### src/rtl/controller_sequencer_if.sv
// Control bus between the sequencer and the 8-bit CPU datapath.
//   opcode/zero : instruction nibble and accumulator-zero flag from the datapath
//   tstate      : one-hot T-state ring (bit0 = T1 ... bit5 = T6)
//   cp..lo      : datapath strobes; hlt = CPU halted
// master = sequencer side, slave = datapath side.
interface controller_sequencer_if;
    logic [3:0] opcode;
    logic       zero;
    logic [5:0] tstate;
    logic       cp, ep, lp, lm, ce, li, ei, la, ea, su, eu, lb, lo, hlt;

    modport master (
        input  opcode, zero,
        output tstate, cp, ep, lp, lm, ce, li, ei, la, ea, su, eu, lb, lo, hlt
    );
    modport slave (
        output opcode, zero,
        input  tstate, cp, ep, lp, lm, ce, li, ei, la, ea, su, eu, lb, lo, hlt
    );
endinterface

### src/rtl/controller_sequencer.sv
// T-state sequencer / micro-step decoder for the 8-bit CPU.
//   clk   : rising-edge clock
//   clr_n : synchronous active-low reset
//   bus   : master side of controller_sequencer_if (opcode/zero in, strobes out)
// A one-hot 6-state ring runs fetch (T1-T3) and execute (T4-T6). Strobes are a
// purely combinational decode of the ring, the halted flag, opcode and zero.
// SHORT_CYCLE=1 returns to T1 straight after an instruction's last active step.
module controller_sequencer #(
    parameter logic SHORT_CYCLE = 1'b0
) (
    input  logic                    clk,
    input  logic                    clr_n,
    controller_sequencer_if.master  bus
);
    localparam logic [5:0] T1 = 6'b000001;
    localparam logic [5:0] T2 = 6'b000010;
    localparam logic [5:0] T3 = 6'b000100;
    localparam logic [5:0] T4 = 6'b001000;
    localparam logic [5:0] T5 = 6'b010000;
    localparam logic [5:0] T6 = 6'b100000;

    localparam logic [3:0] OP_LDA = 4'b0000;
    localparam logic [3:0] OP_ADD = 4'b0001;
    localparam logic [3:0] OP_SUB = 4'b0010;
    localparam logic [3:0] OP_JMP = 4'b0011;
    localparam logic [3:0] OP_JZ  = 4'b0100;
    localparam logic [3:0] OP_OUT = 4'b1110;
    localparam logic [3:0] OP_HLT = 4'b1111;

    logic [5:0] tstate;
    logic       halted;
    logic       onehot;
    logic       last_step;
    logic       cp, ep, lp, lm, ce, li, ei, la, ea, su, eu, lb, lo;

    assign onehot = (tstate != 6'b0) && ((tstate & (tstate - 6'd1)) == 6'b0);

    // Short-cycle exits: LDA finishes at T5; everything except the ALU ops
    // (and HLT, which freezes instead) finishes at T4.
    always_comb begin
        last_step = 1'b0;
        if (SHORT_CYCLE) begin
            if (tstate == T5 && bus.opcode == OP_LDA)
                last_step = 1'b1;
            if (tstate == T4 && bus.opcode != OP_LDA && bus.opcode != OP_ADD &&
                bus.opcode != OP_SUB && bus.opcode != OP_HLT)
                last_step = 1'b1;
        end
    end

    always_ff @(posedge clk) begin
        if (!clr_n) begin
            tstate <= T1;
            halted <= 1'b0;
        end else if (halted) begin
            tstate <= T4;
        end else if (!onehot) begin
            tstate <= T1;
        end else if (tstate == T4 && bus.opcode == OP_HLT) begin
            tstate <= T4;
            halted <= 1'b1;
        end else if (last_step || tstate == T6) begin
            tstate <= T1;
        end else begin
            tstate <= {tstate[4:0], 1'b0};
        end
    end

    always_comb begin
        {cp, ep, lp, lm, ce, li, ei, la, ea, su, eu, lb, lo} = 13'b0;
        if (!halted) begin
            case (tstate)
                T1: begin ep = 1'b1; lm = 1'b1; end
                T2: cp = 1'b1;
                T3: begin ce = 1'b1; li = 1'b1; end
                T4: begin
                    case (bus.opcode)
                        OP_LDA, OP_ADD, OP_SUB: begin ei = 1'b1; lm = 1'b1; end
                        OP_JMP:                 begin ei = 1'b1; lp = 1'b1; end
                        OP_JZ:                  begin ei = bus.zero; lp = bus.zero; end
                        OP_OUT:                 begin ea = 1'b1; lo = 1'b1; end
                        default: ;
                    endcase
                end
                T5: begin
                    case (bus.opcode)
                        OP_LDA:         begin ce = 1'b1; la = 1'b1; end
                        OP_ADD, OP_SUB: begin ce = 1'b1; lb = 1'b1; end
                        default: ;
                    endcase
                end
                T6: begin
                    if (bus.opcode == OP_ADD || bus.opcode == OP_SUB) begin
                        eu = 1'b1;
                        la = 1'b1;
                        su = (bus.opcode == OP_SUB);
                    end
                end
                default: ;
            endcase
        end
    end

    assign bus.tstate = tstate;
    assign bus.hlt    = halted;
    assign bus.cp = cp;  assign bus.ep = ep;  assign bus.lp = lp;
    assign bus.lm = lm;  assign bus.ce = ce;  assign bus.li = li;
    assign bus.ei = ei;  assign bus.la = la;  assign bus.ea = ea;
    assign bus.su = su;  assign bus.eu = eu;  assign bus.lb = lb;
    assign bus.lo = lo;
endmodule

### src/flat_wrapper.sv
// flat-port wrapper written by rule: the top's interface ports become plain ports
module controller_sequencer_flat 
#(
    parameter logic SHORT_CYCLE = 1'b0
)
  (clk, clr_n, bus_opcode, bus_zero, bus_tstate, bus_cp, bus_ep, bus_lp, bus_lm, bus_ce, bus_li, bus_ei, bus_la, bus_ea, bus_su, bus_eu, bus_lb, bus_lo, bus_hlt);
  controller_sequencer_if bus_i ();
  input  logic clk;
  input  logic clr_n;
  input wire logic [$bits(bus_i.opcode)-1:0] bus_opcode;
  input wire logic [$bits(bus_i.zero)-1:0] bus_zero;
  output wire logic [$bits(bus_i.tstate)-1:0] bus_tstate;
  output wire logic [$bits(bus_i.cp)-1:0] bus_cp;
  output wire logic [$bits(bus_i.ep)-1:0] bus_ep;
  output wire logic [$bits(bus_i.lp)-1:0] bus_lp;
  output wire logic [$bits(bus_i.lm)-1:0] bus_lm;
  output wire logic [$bits(bus_i.ce)-1:0] bus_ce;
  output wire logic [$bits(bus_i.li)-1:0] bus_li;
  output wire logic [$bits(bus_i.ei)-1:0] bus_ei;
  output wire logic [$bits(bus_i.la)-1:0] bus_la;
  output wire logic [$bits(bus_i.ea)-1:0] bus_ea;
  output wire logic [$bits(bus_i.su)-1:0] bus_su;
  output wire logic [$bits(bus_i.eu)-1:0] bus_eu;
  output wire logic [$bits(bus_i.lb)-1:0] bus_lb;
  output wire logic [$bits(bus_i.lo)-1:0] bus_lo;
  output wire logic [$bits(bus_i.hlt)-1:0] bus_hlt;
  assign bus_i.opcode = bus_opcode;
  assign bus_i.zero = bus_zero;
  assign bus_tstate = bus_i.tstate;
  assign bus_cp = bus_i.cp;
  assign bus_ep = bus_i.ep;
  assign bus_lp = bus_i.lp;
  assign bus_lm = bus_i.lm;
  assign bus_ce = bus_i.ce;
  assign bus_li = bus_i.li;
  assign bus_ei = bus_i.ei;
  assign bus_la = bus_i.la;
  assign bus_ea = bus_i.ea;
  assign bus_su = bus_i.su;
  assign bus_eu = bus_i.eu;
  assign bus_lb = bus_i.lb;
  assign bus_lo = bus_i.lo;
  assign bus_hlt = bus_i.hlt;
  controller_sequencer #(.SHORT_CYCLE(SHORT_CYCLE)) u_core (.clk(clk), .clr_n(clr_n), .bus(bus_i));
endmodule
### config.mk
export PLATFORM = sky130hd
export DESIGN_NAME = controller_sequencer_flat
export DESIGN_NICKNAME = d
export VERILOG_FILES = /design/src/rtl/controller_sequencer_if.sv /design/src/rtl/controller_sequencer.sv /design/src/flat_wrapper.sv
export SDC_FILE = /design/constraint.sdc
export NUM_CORES = 1
export LEC_CHECK = 0
export BUFFER_PORTS_ARGS = -buffer_cell sky130_fd_sc_hd__buf_2
export CORE_AREA = 2 2 39 41
export CTS_CLUSTER_DIAMETER = 30
export DETAILED_ROUTE_END_ITERATION = 10
export DIE_AREA = 0 0 41 43
export PLACE_DENSITY = 0.71
export SLEW_MARGIN = 20
export SYNTH_ARGS = -nofsm -noshare
export SYNTH_HDL_FRONTEND = slang
export SYNTH_SLANG_ARGS = --single-unit
### constraint.sdc
create_clock -name clk -period 2 [get_ports clk]
set_input_delay 0.4 -clock clk [delete_from_list [all_inputs] [get_ports clk]]
set_output_delay 0.4 -clock clk [all_outputs]
set_load 0.005 [all_outputs]
==> results_dict.tcl <==
set metrics [dict create \
    wl_per_cell_um 11.1 \
    grt_max_degree 10 \
    avgSynthCellArea_sq_um 7.92 \
    fin_crit_sh 0.967 \
    synth-seq-cells 7 \
    synthCells 67 \
    startpoint_type "flip-flop" \
    synthesis.nets 74 \
    dieHeight_um 43 \
    synth_area_leaders "dfxtp_1 (26%), nor2_1 (7.8%), and3_1 (3.5%), nand2_1 (3.5%), nand2b_1 (3.5%)" \
    maxCapViolCount 0 \
    dp_cells 110 \
    grt_pass1_vias 494 \
    die_area_sq_mm 0.00176 \
    start_util 0.383 \
    cts_tree "done" \
    skew_ns 0.00117 \
    grt-ovfl-total 0 \
    ys_seq_area_frac 0.264 \
    cts_num_sinks 7 \
    status "finished clean" \
    crit_type "reg -> out" \
    power.total_mw 0.733 \
    cp_data_required_time_ns 1.60 \
    worst_pin_slew_ns 0.293 \
    clock_latency_ns 0.25 \
    final_core_util 0.541 \
    slew_violations 0 \
    post-route-min-period_ns 1.93 \
    synth_flop_cell "dfxtp_1" \
    p_per_area_mw_per_mm2 980 \
    drc 0 \
    cp.arrival_ns 1.53 \
    yosysWarnings 0 \
    clkTransAtPathRegs_ns 0.05 \
    cts_inserted_buffers 3 \
    synthesis.area_sq_um 531 \
    ff2ff_setup_slack_ns 0.73 \
    routed_wl_um 1280 \
    drtAntennaViolNets 0 \
    numPortBuffers 26 \
    nets 108 \
    place_hpwl_um 993 \
    antennaDiodeCount 0 \
    antenna_found_initial 0 \
    vdd_drop_max_mv 0.525 \
    synth_common_cells "nor2_1 (11), dfxtp_1 (7), nand2_1 (5)" \
    htree_levels 1 \
    grt_pass1_wl_um 1930 \
    clockBufferDepth 2 \
    end_kind "primary output" \
    p_leak_nw 0.368 \
    grtUsageTotal 0.156 \
    fmax_mhz 517 \
    hold_class "in -> reg" \
    cts-root-buf "clkbuf_4" \
    drive_gt1_frac 0.480 \
    ioPinCount 27 \
    gp_congestion 0.760 \
    yosys.area.top_type "dfxtp_1" \
    path_max_fanout 4 \
    finalSetupViolations 0 \
    rows 14 \
    drt_first_pass_iters 2 \
    fin_cells 116 \
    synth_top_area_frac 0.264 \
    num_vias 582 \
    cts_hold_buf 0 \
    ys_types 34 \
    relSlewSlack 0.803 \
    viasPerCell 5.02 \
    area_delta_synth_final_pct 41.0 \
    hold_violations 0 \
    drt_iter0_drc 9 \
    rsz0062_at_grt "true" \
    die_x_um 41 \
    async_flop_share 0 \
    yosysMostFrequentCell "nor2_1" \
    synth_edf_count 0 \
    core_sq_mm 0.00138 \
]
[layer usage]
| layer | vias up | GRT usage | part of all wire |
|---|---|---|---|
| li1 | 311 | - | - |
| met5 | - | 0 | 0 |
| met1 | 248 | 0.203 | 0.45 |
| met4 | 0 | 0.100 | 0.012 |
| met3 | 2 | 0.0157 | 0.068 |
| met2 | 21 | 0.234 | 0.47 |
[where the power goes]
group          internal, mW  leakage (nW)  total [mW]  switching, mW
registers             0.172        0.0588       0.212         0.0395
logic                 0.202         0.294       0.393          0.191
clock network        0.0761        0.0150       0.128         0.0523
[layout by cell type (no fill, tap or decap), types with 2 or more instances in the layout]
| master | count |
|---|---|
| nand2b_1 | 3 |
| clkbuf_4 | 3 |
| a21oi_1 | 2 |
| o21ai_0 | 2 |
| nor2b_1 | 2 |
| nor2_1 | 11 |
| nand4_1 | 2 |
| and3_1 | 3 |
| nand3_1 | 3 |
| buf_4 | 5 |
| nor3_1 | 2 |
| nor4b_2 | 2 |
| dfxtp_1 | 3 |
| xor2_1 | 2 |
| buf_2 | 26 |
| nand2_1 | 5 |
| dfxtp_2 | 4 |
[worst paths after layout]
path | start | to | cells past startpoint
hold reg to reg | u_core.bus.tstate[4] | u_core.bus.tstate[5] | 1
setup / recovery | u_core.bus.tstate[1] | bus_lm | 5
setup reg to reg | u_core.bus.tstate[1] | u_core.bus.tstate[4] | 4
hold / removal | clr_n | u_core.bus.tstate[0] | 2
[worst max-delay path, cell delays in order (launching register included)]
cell and delay (ns):
dfxtp_2 0.33, nor3_4 0.21, nand3_2 0.13, or3_4 0.37, o21bai_2 0.13, buf_2 0.12
[logic make-up after synthesis]
kind of cell | count (synthesis) | share of synthesized area
XOR/XNOR | 3 | 0.0495
AO/OA/AOI/OAI | 10 | 0.139
buffers and inverters | 3 | 0.0424
AND/OR/NAND/NOR | 44 | 0.505
flip-flops | 7 | 0.264
[area by class of cell]
type                    instances  area, sq um
clock buffers                   4         26.3
inverters                       1         3.75
well taps                      16         20.0
repair buffers                 31          168
multi-input cells              57          385
flip-flops and latches          7          145
fillers                       140          636
[metrics by stage]
stage / setup slack (ns) / setup TNS, ns / instance area [sq um] / hold WS, ns
6_report: 0.0658 / 0 / 748 / 0.371
5_1_grt: -0.0123 / -0.0123 / 748 / 0.384
4_1_cts: 0.00758 / 0 / 726 / 0.366
3_5_place_dp: 0.211 / 0 / 684 / 0.537
3_3_place_gp: 0.226 / 0 / 684 / 0.530
2_1_floorplan: 0.230 / 0 / 531 / 0.476
[flip-flops by register name (all words and copies together) (netlist names)]
name / count
u_core.bus.hlt: 1
u_core.bus.tstate: 6
[timing repair]
item	in CTS	in global routing
endpoints found under the setup margin	4	7
buffers inserted	1	1
resized for setup	2	5
pin swaps	1	3
Note: power is estimated with default switching activity, not from simulation.
